### src/rtl/pipe_pkg.sv
// rtl/pipe_pkg.sv - shared pipeline constants, ID/EX payload type and index helpers
//
// Purpose : common definitions for the ID/EX stage and the EX forwarding logic.
// Contents: XLEN / REG_ADDR_W datapath widths, ZERO_REG, id_ex_t payload,
//           idx_match() register-index compare, read_operand() bypassed read.
package pipe_pkg;

  localparam int XLEN       = 32;
  localparam int REG_ADDR_W = 5;
  localparam int LU_CNT_W   = 16;

  localparam logic [REG_ADDR_W-1:0] ZERO_REG = '0;

  // Everything the EX stage needs from ID, apart from the valid bit.
  typedef struct packed {
    logic [XLEN-1:0]       rs1_data;
    logic [XLEN-1:0]       rs2_data;
    logic [REG_ADDR_W-1:0] rs1_index;
    logic [REG_ADDR_W-1:0] rs2_index;
    logic [REG_ADDR_W-1:0] rd_index;
    logic                  is_load;
  } id_ex_t;

  // True when a producer index names the same architectural register as a
  // consumer index. x0 never matches: it is hard-wired and never written.
  function automatic logic idx_match(input logic [REG_ADDR_W-1:0] producer,
                                     input logic [REG_ADDR_W-1:0] consumer);
    return (producer != ZERO_REG) && (producer == consumer);
  endfunction

  // Register read with same-cycle write-back bypass. The register file does
  // not see a write until the edge, so a write landing this cycle wins.
  function automatic logic [XLEN-1:0] read_operand(
      input logic [REG_ADDR_W-1:0] idx,
      input logic [XLEN-1:0]       rf_data,
      input logic                  wb_en,
      input logic [REG_ADDR_W-1:0] wb_idx,
      input logic [XLEN-1:0]       wb_data);
    if (idx == ZERO_REG) begin
      return '0;
    end else if (wb_en && idx_match(wb_idx, idx)) begin
      return wb_data;
    end else begin
      return rf_data;
    end
  endfunction

endpackage

### src/rtl/id_hazard_unit.sv
// rtl/id_hazard_unit.sv - combinational load-use hazard detector
//
// Purpose : flags an ID instruction that reads the destination of a load
//           currently sitting in the ID/EX register.
// Ports   : ex_valid, ex_is_load, ex_rd_index - state of the ID/EX register
//           rs1_use, rs2_use, rs1_index, rs2_index - ID instruction sources
//           hz - load-use hazard, combinational
module id_hazard_unit
  import pipe_pkg::*;
(
  input  logic                  ex_valid,
  input  logic                  ex_is_load,
  input  logic [REG_ADDR_W-1:0] ex_rd_index,
  input  logic                  rs1_use,
  input  logic                  rs2_use,
  input  logic [REG_ADDR_W-1:0] rs1_index,
  input  logic [REG_ADDR_W-1:0] rs2_index,
  output logic                  hz
);

  logic rs1_hit;
  logic rs2_hit;

  always_comb begin
    rs1_hit = rs1_use && idx_match(ex_rd_index, rs1_index);
    rs2_hit = rs2_use && idx_match(ex_rd_index, rs2_index);
    hz      = ex_valid && ex_is_load && (rs1_hit || rs2_hit);
  end

endmodule

### src/rtl/id_ex_stage.sv
// rtl/id_ex_stage.sv - ID/EX pipeline register with bypass, hold-refresh and load-use stall
//
// Purpose : registers decoded operands/indices for EX, bypassing the WB write
//           port into the capture, refreshing held operands from WB while EX
//           back-pressures, and inserting one bubble on a load-use hazard.
// Ports   : clk, rst (async, active-low)
//           in_valid / in_ready                   - ID handshake
//           rs1/rs2/rd_index, rs1/rs2_use, is_load - decode fields
//           rs1_data_in, rs2_data_in              - register-file read data
//           wb_en, wb_rd_index, wb_data           - WB write port
//           flush                                 - kill the EX-bound slot
//           ex_ready                              - EX accepts the slot
//           out_*                                 - registered slot for EX
//           lu_stall_cnt                          - saturating load-use bubble count
module id_ex_stage
  import pipe_pkg::*;
(
  input  logic                  clk,
  input  logic                  rst,
  input  logic                  in_valid,
  output logic                  in_ready,
  input  logic [REG_ADDR_W-1:0] rs1_index,
  input  logic [REG_ADDR_W-1:0] rs2_index,
  input  logic [REG_ADDR_W-1:0] rd_index,
  input  logic                  rs1_use,
  input  logic                  rs2_use,
  input  logic                  is_load,
  input  logic [XLEN-1:0]       rs1_data_in,
  input  logic [XLEN-1:0]       rs2_data_in,
  input  logic                  wb_en,
  input  logic [REG_ADDR_W-1:0] wb_rd_index,
  input  logic [XLEN-1:0]       wb_data,
  input  logic                  flush,
  input  logic                  ex_ready,
  output logic                  out_valid,
  output logic [XLEN-1:0]       out_rs1_data,
  output logic [XLEN-1:0]       out_rs2_data,
  output logic [REG_ADDR_W-1:0] out_rs1_index,
  output logic [REG_ADDR_W-1:0] out_rs2_index,
  output logic [REG_ADDR_W-1:0] out_rd_index,
  output logic                  out_is_load,
  output logic [LU_CNT_W-1:0]   lu_stall_cnt
);

  id_ex_t slot_q;
  id_ex_t slot_d;
  logic   valid_q;

  logic   hz;
  logic   adv;
  logic   take;
  logic   count_en;

  id_hazard_unit u_hazard (
    .ex_valid    (valid_q),
    .ex_is_load  (slot_q.is_load),
    .ex_rd_index (slot_q.rd_index),
    .rs1_use     (rs1_use),
    .rs2_use     (rs2_use),
    .rs1_index   (rs1_index),
    .rs2_index   (rs2_index),
    .hz          (hz)
  );

  always_comb begin
    // The register frees up when EX takes its content or it holds nothing.
    adv      = ex_ready || !valid_q;
    take     = adv && in_valid && !hz;
    // A flush consumes whatever ID offers, so ID may always move on then.
    in_ready = flush || (adv && !hz);
    count_en = in_valid && hz && adv && !flush;

    slot_d.rs1_data  = read_operand(rs1_index, rs1_data_in, wb_en, wb_rd_index, wb_data);
    slot_d.rs2_data  = read_operand(rs2_index, rs2_data_in, wb_en, wb_rd_index, wb_data);
    slot_d.rs1_index = rs1_index;
    slot_d.rs2_index = rs2_index;
    slot_d.rd_index  = rd_index;
    slot_d.is_load   = is_load;
  end

  always_ff @(posedge clk or negedge rst) begin
    if (!rst) begin
      valid_q <= 1'b0;
      slot_q  <= '0;
    end else if (flush) begin
      valid_q <= 1'b0;
    end else if (adv) begin
      // Either a new instruction or a bubble; a bubble keeps stale fields.
      valid_q <= take;
      if (take) begin
        slot_q <= slot_d;
      end
    end else begin
      // Held for EX: track WB so the operands are current when EX finally
      // takes them. The register file itself was already read at capture.
      if (wb_en && idx_match(wb_rd_index, slot_q.rs1_index)) begin
        slot_q.rs1_data <= wb_data;
      end
      if (wb_en && idx_match(wb_rd_index, slot_q.rs2_index)) begin
        slot_q.rs2_data <= wb_data;
      end
    end
  end

  always_ff @(posedge clk or negedge rst) begin
    if (!rst) begin
      lu_stall_cnt <= '0;
    end else if (count_en && (lu_stall_cnt != {LU_CNT_W{1'b1}})) begin
      lu_stall_cnt <= lu_stall_cnt + {{(LU_CNT_W-1){1'b0}}, 1'b1};
    end
  end

  assign out_valid     = valid_q;
  assign out_rs1_data  = slot_q.rs1_data;
  assign out_rs2_data  = slot_q.rs2_data;
  assign out_rs1_index = slot_q.rs1_index;
  assign out_rs2_index = slot_q.rs2_index;
  assign out_rd_index  = slot_q.rd_index;
  assign out_is_load   = slot_q.is_load;

endmodule

### config.mk
export PLATFORM = sky130hd
export DESIGN_NAME = id_ex_stage
export DESIGN_NICKNAME = d
export VERILOG_FILES = /design/src/rtl/pipe_pkg.sv /design/src/rtl/id_hazard_unit.sv /design/src/rtl/id_ex_stage.sv
export SDC_FILE = /design/constraint.sdc
export NUM_CORES = 1
export LEC_CHECK = 0
export BUFFER_PORTS_ARGS = -buffer_cell sky130_fd_sc_hd__buf_2
export CAP_MARGIN = 20
export CORE_ASPECT_RATIO = 1.25
export CORE_MARGIN = 5
export CORE_UTILIZATION = 25
export CTS_BUF_LIST = sky130_fd_sc_hd__clkbuf_8
export CTS_CLUSTER_DIAMETER = 40
export DETAILED_ROUTE_END_ITERATION = 10
export GPL_TIMING_DRIVEN = 0
export SYNTH_ARGS = -nofsm -noshare
export SYNTH_HDL_FRONTEND = slang
export SYNTH_SLANG_ARGS = --single-unit
### constraint.sdc
create_clock -name clk -period 3 [get_ports clk]
set_input_delay 0.6 -clock clk [delete_from_list [all_inputs] [get_ports clk]]
set_output_delay 0.6 -clock clk [all_outputs]
set_load 0.01 [all_outputs]
# --- Yosys cells after proc, flatten, opt, wreduce, memory -nomap -nowiden ---
# Cells that the tools add are included.
totals:
  output_inout_bits: 98
  wordCells: 65
  ff_bits: 97
classes:
  n_bitwise: 1
  n_reduce_logical: 37
  addsub: 1
  eq_ne: 8
  muxes: 10
op_table:
  columns: ["op", "count"]
  rows:
  - ["two-way mux 32 bit", 6]
  - ["two-way mux 80 bit", 1]
  - ["two-way mux 64 bit", 1]
  - ["== test 5 bit", 6]
  - ["logical AND 1 bit", 21]
  - ["adder 16 x 1 -> 16 bit, second input constant", 1]
  - ["!= test 16 bit, second input constant", 1]
  - ["zero test 5 bit", 2]
  - ["nonzero test 5 bit", 2]
  - ["AND reduction 3 bit", 3]
  - ["nonzero test 2 bit", 3]
  - ["zero test 1 bit", 3]
  - ["logical OR 1 bit", 3]
  - ["two-way mux 1 bit", 2]
  - ["!= test 2 x 1 -> 1 bit, second input constant", 1]
  - ["inverter 1 bit", 1]

# --- Logic depth before layout (Yosys ltp) ---
depth:
  ltp_word: 9
  depth_mapped: 8

# --- Modules after synthesis ---
# From an unflattened synthesis, not the netlist that was laid out.
unflattened:
  hier_cells: 609
  area_unflattened_um2: 6387.4
modules_own_cells:
  columns: ["mod", "instances", "area_per_inst_um2", "cells_each", "seq_area_each_um2"]
  rows:
  - ["id_ex_stage", 1, 6252.2, 592, 2427.3]
  - ["id_hazard_unit", 1, 135.1, 17, 0.0]

# --- Worst setup path before layout ---
# No wires, ideal clock.
synth_timing:
  path_kind: "in2reg"
  startpoint: "in wb_rd_index[1]"
  endpoint: "reg slot_q (netlist bit out_rs2_data[10])"
  arrival_ns: 2.306
  setup_time_ns: 0.125
  setup_slack_ns: 0.569
  path_stages: 7
  path_buffers: 2
  cell_sequence: "buf_2 or4_1 o21ai_4 nor3_1 a31o_4 buf_6 mux2_4"
synth_between:
  elab_chain_len: 7
  word_cells_on_any_way: 13
synth_lines:
  columns: ["item", "line_no", "rtl"]
  rows:
  - ["start: declaration", "id_ex_stage.sv:31", "input logic [REG_ADDR_W-1:0] wb_rd_index,"]
  - ["== test 5 bit or nonzero test 5 bit (tied branches)", "pipe_pkg.sv:28", "return (producer != ZERO_REG) && (producer == consumer);"]
  - ["logical AND 1 bit", "pipe_pkg.sv:28", null]
  - ["logical AND 1 bit", "pipe_pkg.sv:41", "end else if (wb_en && idx_match(wb_idx, idx)) begin"]
  - ["two-way mux 32 bit", "pipe_pkg.sv:41", null]
  - ["two-way mux 32 bit", "pipe_pkg.sv:39", "if (idx == ZERO_REG) begin"]
  - ["two-way mux 80 bit", "id_ex_stage.sv:90", "if (take) begin"]
  - ["two-way mux 64 bit", "id_ex_stage.sv:87", "end else if (adv) begin"]
  - ["end signal: assignment", "id_ex_stage.sv:91", "slot_q <= slot_d;"]
  - ["end: declaration", "id_ex_stage.sv:45", "id_ex_t slot_q;"]
# Parallel ways exist; a longest one is shown, timed or not. The select of a mux whose other input is x is not followed.
# A chain may end at the register's enable or synchronous reset.

# --- Final worst setup path ---
layout_timing:
  startpoint: "reg slot_q (netlist bit out_rd_index[1])"
  endpoint: "out in_ready"
layout_between:
  elab_chain_len: 8
  word_cells_on_any_way: 12
layout_lines:
  columns: ["item", "line_no", "rtl"]
  rows:
  - ["== test 5 bit or nonzero test 5 bit (tied branches)", "pipe_pkg.sv:28", null]
  - ["logical AND 1 bit", "pipe_pkg.sv:28", null]
  - ["logical AND 1 bit (on tied branches)", "id_hazard_unit.sv:25, id_hazard_unit.sv:26", null]
  - ["logical OR 1 bit *", "id_hazard_unit.sv:27", "hz = ex_valid && ex_is_load && (rs1_hit || rs2_hit);"]
  - ["logical AND 1 bit *", "id_hazard_unit.sv:27", null]
  - ["zero test 1 bit *", "id_ex_stage.sv:70", "in_ready = flush || (adv && !hz);"]
  - ["logical AND 1 bit *", "id_ex_stage.sv:70", null]
  - ["logical OR 1 bit *", "id_ex_stage.sv:70", null]
  - ["end: declaration", "id_ex_stage.sv:21", "output logic in_ready,"]
# Every way passes the cells marked *; elsewhere a longest branch is shown, timed or not.

==> qor.txt <==
Result of the run = complete, no violations
Synth top area cells = sky130_fd_sc_hd__dfrtp_1, sky130_fd_sc_hd__mux2_4, sky130_fd_sc_hd__mux2i_1, sky130_fd_sc_hd__o31ai_1, sky130_fd_sc_hd__mux2_2
Max FO, Critical Path = 6
Endpoint kind of the worst setup timing path = output pin
Slew at the pin closest to its max-slew limit = 0.779 ns
Clock Root Buffer = sky130_fd_sc_hd__clkbuf_8
Final hold violation count = 0
Sequential share of the synthesized area = 41.6%
Min Clock Period, post-route = 2.73 ns
CTS clock-pin slew for the worst setup and hold paths = 0.11 ns
Drt initial violations = 220
Reg-to-reg critical path startpoint = out_rd_index[3]$_DFFE_PN0P_
Detailed-route wire length per cell = 20.0 um
CP arrival = 2.13 ns
Share of Yosys cell area claimed by the top area cell type = 41.6%
Full die area = 0.0265 mm2
Die span in y = 181 um
Placed wire-length estimate = 15.2 mm
Router iterations before antenna repair = 4
WP data required = 2.40 ns
Dpl cells = 986
Final count of pins violating max slew = 0
Final RePlAce weighted congestion = 0.823
Fraction of final layout cells sized beyond drive strength 1 = 48.7%
Die W = 147 um
Vias in the first global route = 5051
Crit. path cell count = 5
Critical-path cell list = or4_1 > o211ai_2 > nor2_1 > o21bai_1 > buf_2
Reg2Reg Setup Slack = 0.36 ns
Setup tns final = 0 ns
Top library cells by usage in the layout, fill and taps aside = sky130_fd_sc_hd__buf_2, sky130_fd_sc_hd__dfrtp_1, sky130_fd_sc_hd__o31ai_1
Final Cycle Share = 91.0%
Critical Path Start Type = flop
Launch point of the worst path = out_rd_index[1]$_DFFE_PN0P_
Cells after Synth = 480
Total CTS buffers = 9
Total number of yosys warnings = 0
Maximum clock frequency = 0.366 GHz
Wire length of the first global-routing pass = 30.3 mm
Remaining antenna violation count = 0
Max-slew headroom = 47.6%
Post-Layout Cell Count = 1006
Latest clock arrival within the worst-skew pair = 0.38 ns
Layout-stage area growth over the synthesis result = 29.2%
Post-CTS setup repair buffer count = 0
Drt drc = 0
Ratio of total power to cell area = 474 mW/mm2
Number of buffer and inverter instances along the worst setup path = 1
Starting Density = 25.4%
Delay contributed by the slowest stage of the critical path = 0.55 ns
Per-instance average area after synthesis = 12.2 um2
Number of ports placed on the die boundary = 223
Depth of the CTS H-tree = 3
Via count = 4751
CTS Sinks = 97
Number of distinct standard cells referenced by the synthesized netlist = 35
Number of failing setup endpoints in the final timing report = 0
Worst path slowest cell = sky130_fd_sc_hd__or4_1
Placement row count = 62
Syn_nets = 606
Maximum clock insertion buffer count = 2
Worst Setup Path Type = reg2out
Core Footprint = 0.0230 mm2
Setup repair after global routing missed its margin = false
Worst clock skew = 0.0170 ns
Vias per std cell = 4.72
Nets@finish = 835
Initial antenna violation count = 5
Leading cell type in the layout, fill and taps excluded = sky130_fd_sc_hd__buf_2
Worst vdd rail ir drop = 0.198 mV
Largest delay share family, worst path = simple AND/OR/NAND/NOR gates
Number of register bits inferred by synthesis = 97
Multi-input logic area = 0.00322 mm2
Register area = 0.00243 mm2
Hold-fix buffers, CTS = 0
Global routing usage summed across all routing layers = 14.7%
FF-to-FF path depth = 7
Leakage = 3.52 nW
Cell Area, Synth = 0.00584 mm2
Clock tree from TritonCTS = done
Count of input and output buffers = 217
Largest net degree at the start of global routing = 53
Class of the worst hold path = in2async
Biggest area consumer among synthesized cells = sky130_fd_sc_hd__dfrtp_1
Number of fillers in the final layout = 2357
Sum of overflow across all layers after global routing = 0
Total of max-cap violations = 0
Total length of routed wires = 20.1 mm
==> metal layers <==
metal / global-route usage (%) / part of all wire (%) / vias up
li1: - / - / 2257
met1: 18.7 / 44 / 2301
met2: 24.2 / 48 / 153
met3: 3.91 / 6.1 / 34
met4: 4.86 / 2.2 / 6
met5: 0 / 0.18 / -
==> repair_timing <==
item	CTS	global route
cloned	0	0
setup endpoints to repair	7	51
resized for setup	1	13
==> through the flow <==
| stage | worst slack [ns] | util (%) | hold slack [ns] | power [W] | instance area, um2 |
|---|---|---|---|---|---|
| floorplan | 0.569 | - | 0.304 | 0.00223 | 5840 |
| global placement | -0.307 | 31.6 | 0.473 | 0.00269 | 7290 |
| detailed placement | -0.298 | 31.8 | 0.476 | 0.00271 | 7320 |
| CTS | 0.0956 | 32.7 | 0.247 | 0.00364 | 7520 |
| global route | 0.0736 | 32.7 | 0.266 | 0.00378 | 7540 |
| finish | 0.269 | 32.8 | 0.235 | 0.00358 | 7550 |
==> state kept, by name, indices dropped and copies added, names as in the netlist <==
name and flops:
out_rs2_index 5, out_valid 1, out_rs1_data 32, out_rs2_data 32, lu_stall_cnt 16, out_is_load 1
out_rd_index 5, out_rs1_index 5
==> cells by family after synthesis <==
kind of cell | Yosys count | share of synthesized area, %
simple gates | 79 | 7.15
fa+ha+maj | 1 | 0.214
buf+inv | 38 | 3.60
mux | 145 | 30.4
xor+xnor | 45 | 6.75
flops | 97 | 41.6
compound gates | 75 | 10.3
==> worst paths after layout <==
kind                                                end
max                                            in_ready
min                         out_rs1_data[6]$_DFFE_PN0P_
max reg2reg                 out_rs1_data[6]$_DFFE_PN0P_
min reg2reg                lu_stall_cnt[10]$_DFFE_PN0P_
max in group asynchronous  lu_stall_cnt[12]$_DFFE_PN0P_
min in group clk                  out_valid$_DFFE_PN0P_
==> final cells by class <==
type / instances / area share, %
well taps: 288 / 4.77
inverters: 2 / 0.0995
clock inverters: 6 / 0.779
repair buffers: 218 / 14.8
clock buffers: 10 / 1.82
plain buffers: 36 / 2.78
diodes: 4 / 0.133
flip-flops and latches: 97 / 32.2
multi-input cells: 345 / 42.7
==> Yosys cell counts (all sizes together) <==
library cell	instances
nor2b	1
dfrtp	97
a41o	1
nand2	36
inv	2
nor3	4
a32oi	1
mux2i	64
buf	19
o21ai	2
and3	3
and2	1
o21bai	1
nand3	8
and4	2
nand4	8
xnor2	23
nand2b	1
mux2	81
o31ai	65
a31o	1
nor3b	1
o211ai	2
a21oi	1
ha	1
o21a	1
xor2	22
clkbuf	17
or4	4
nor2	5
nor4	5
==> power breakdown <==
| part | switching (W) | internal [W] | leakage, nW |
|---|---|---|---|
| logic | 0.000501 | 0.000542 | 2.18 |
| clock network | 0.000557 | 0.000346 | 0.0985 |
| registers | 0.000134 | 0.00150 | 1.25 |
Note: power is estimated with default switching activity, not from simulation.
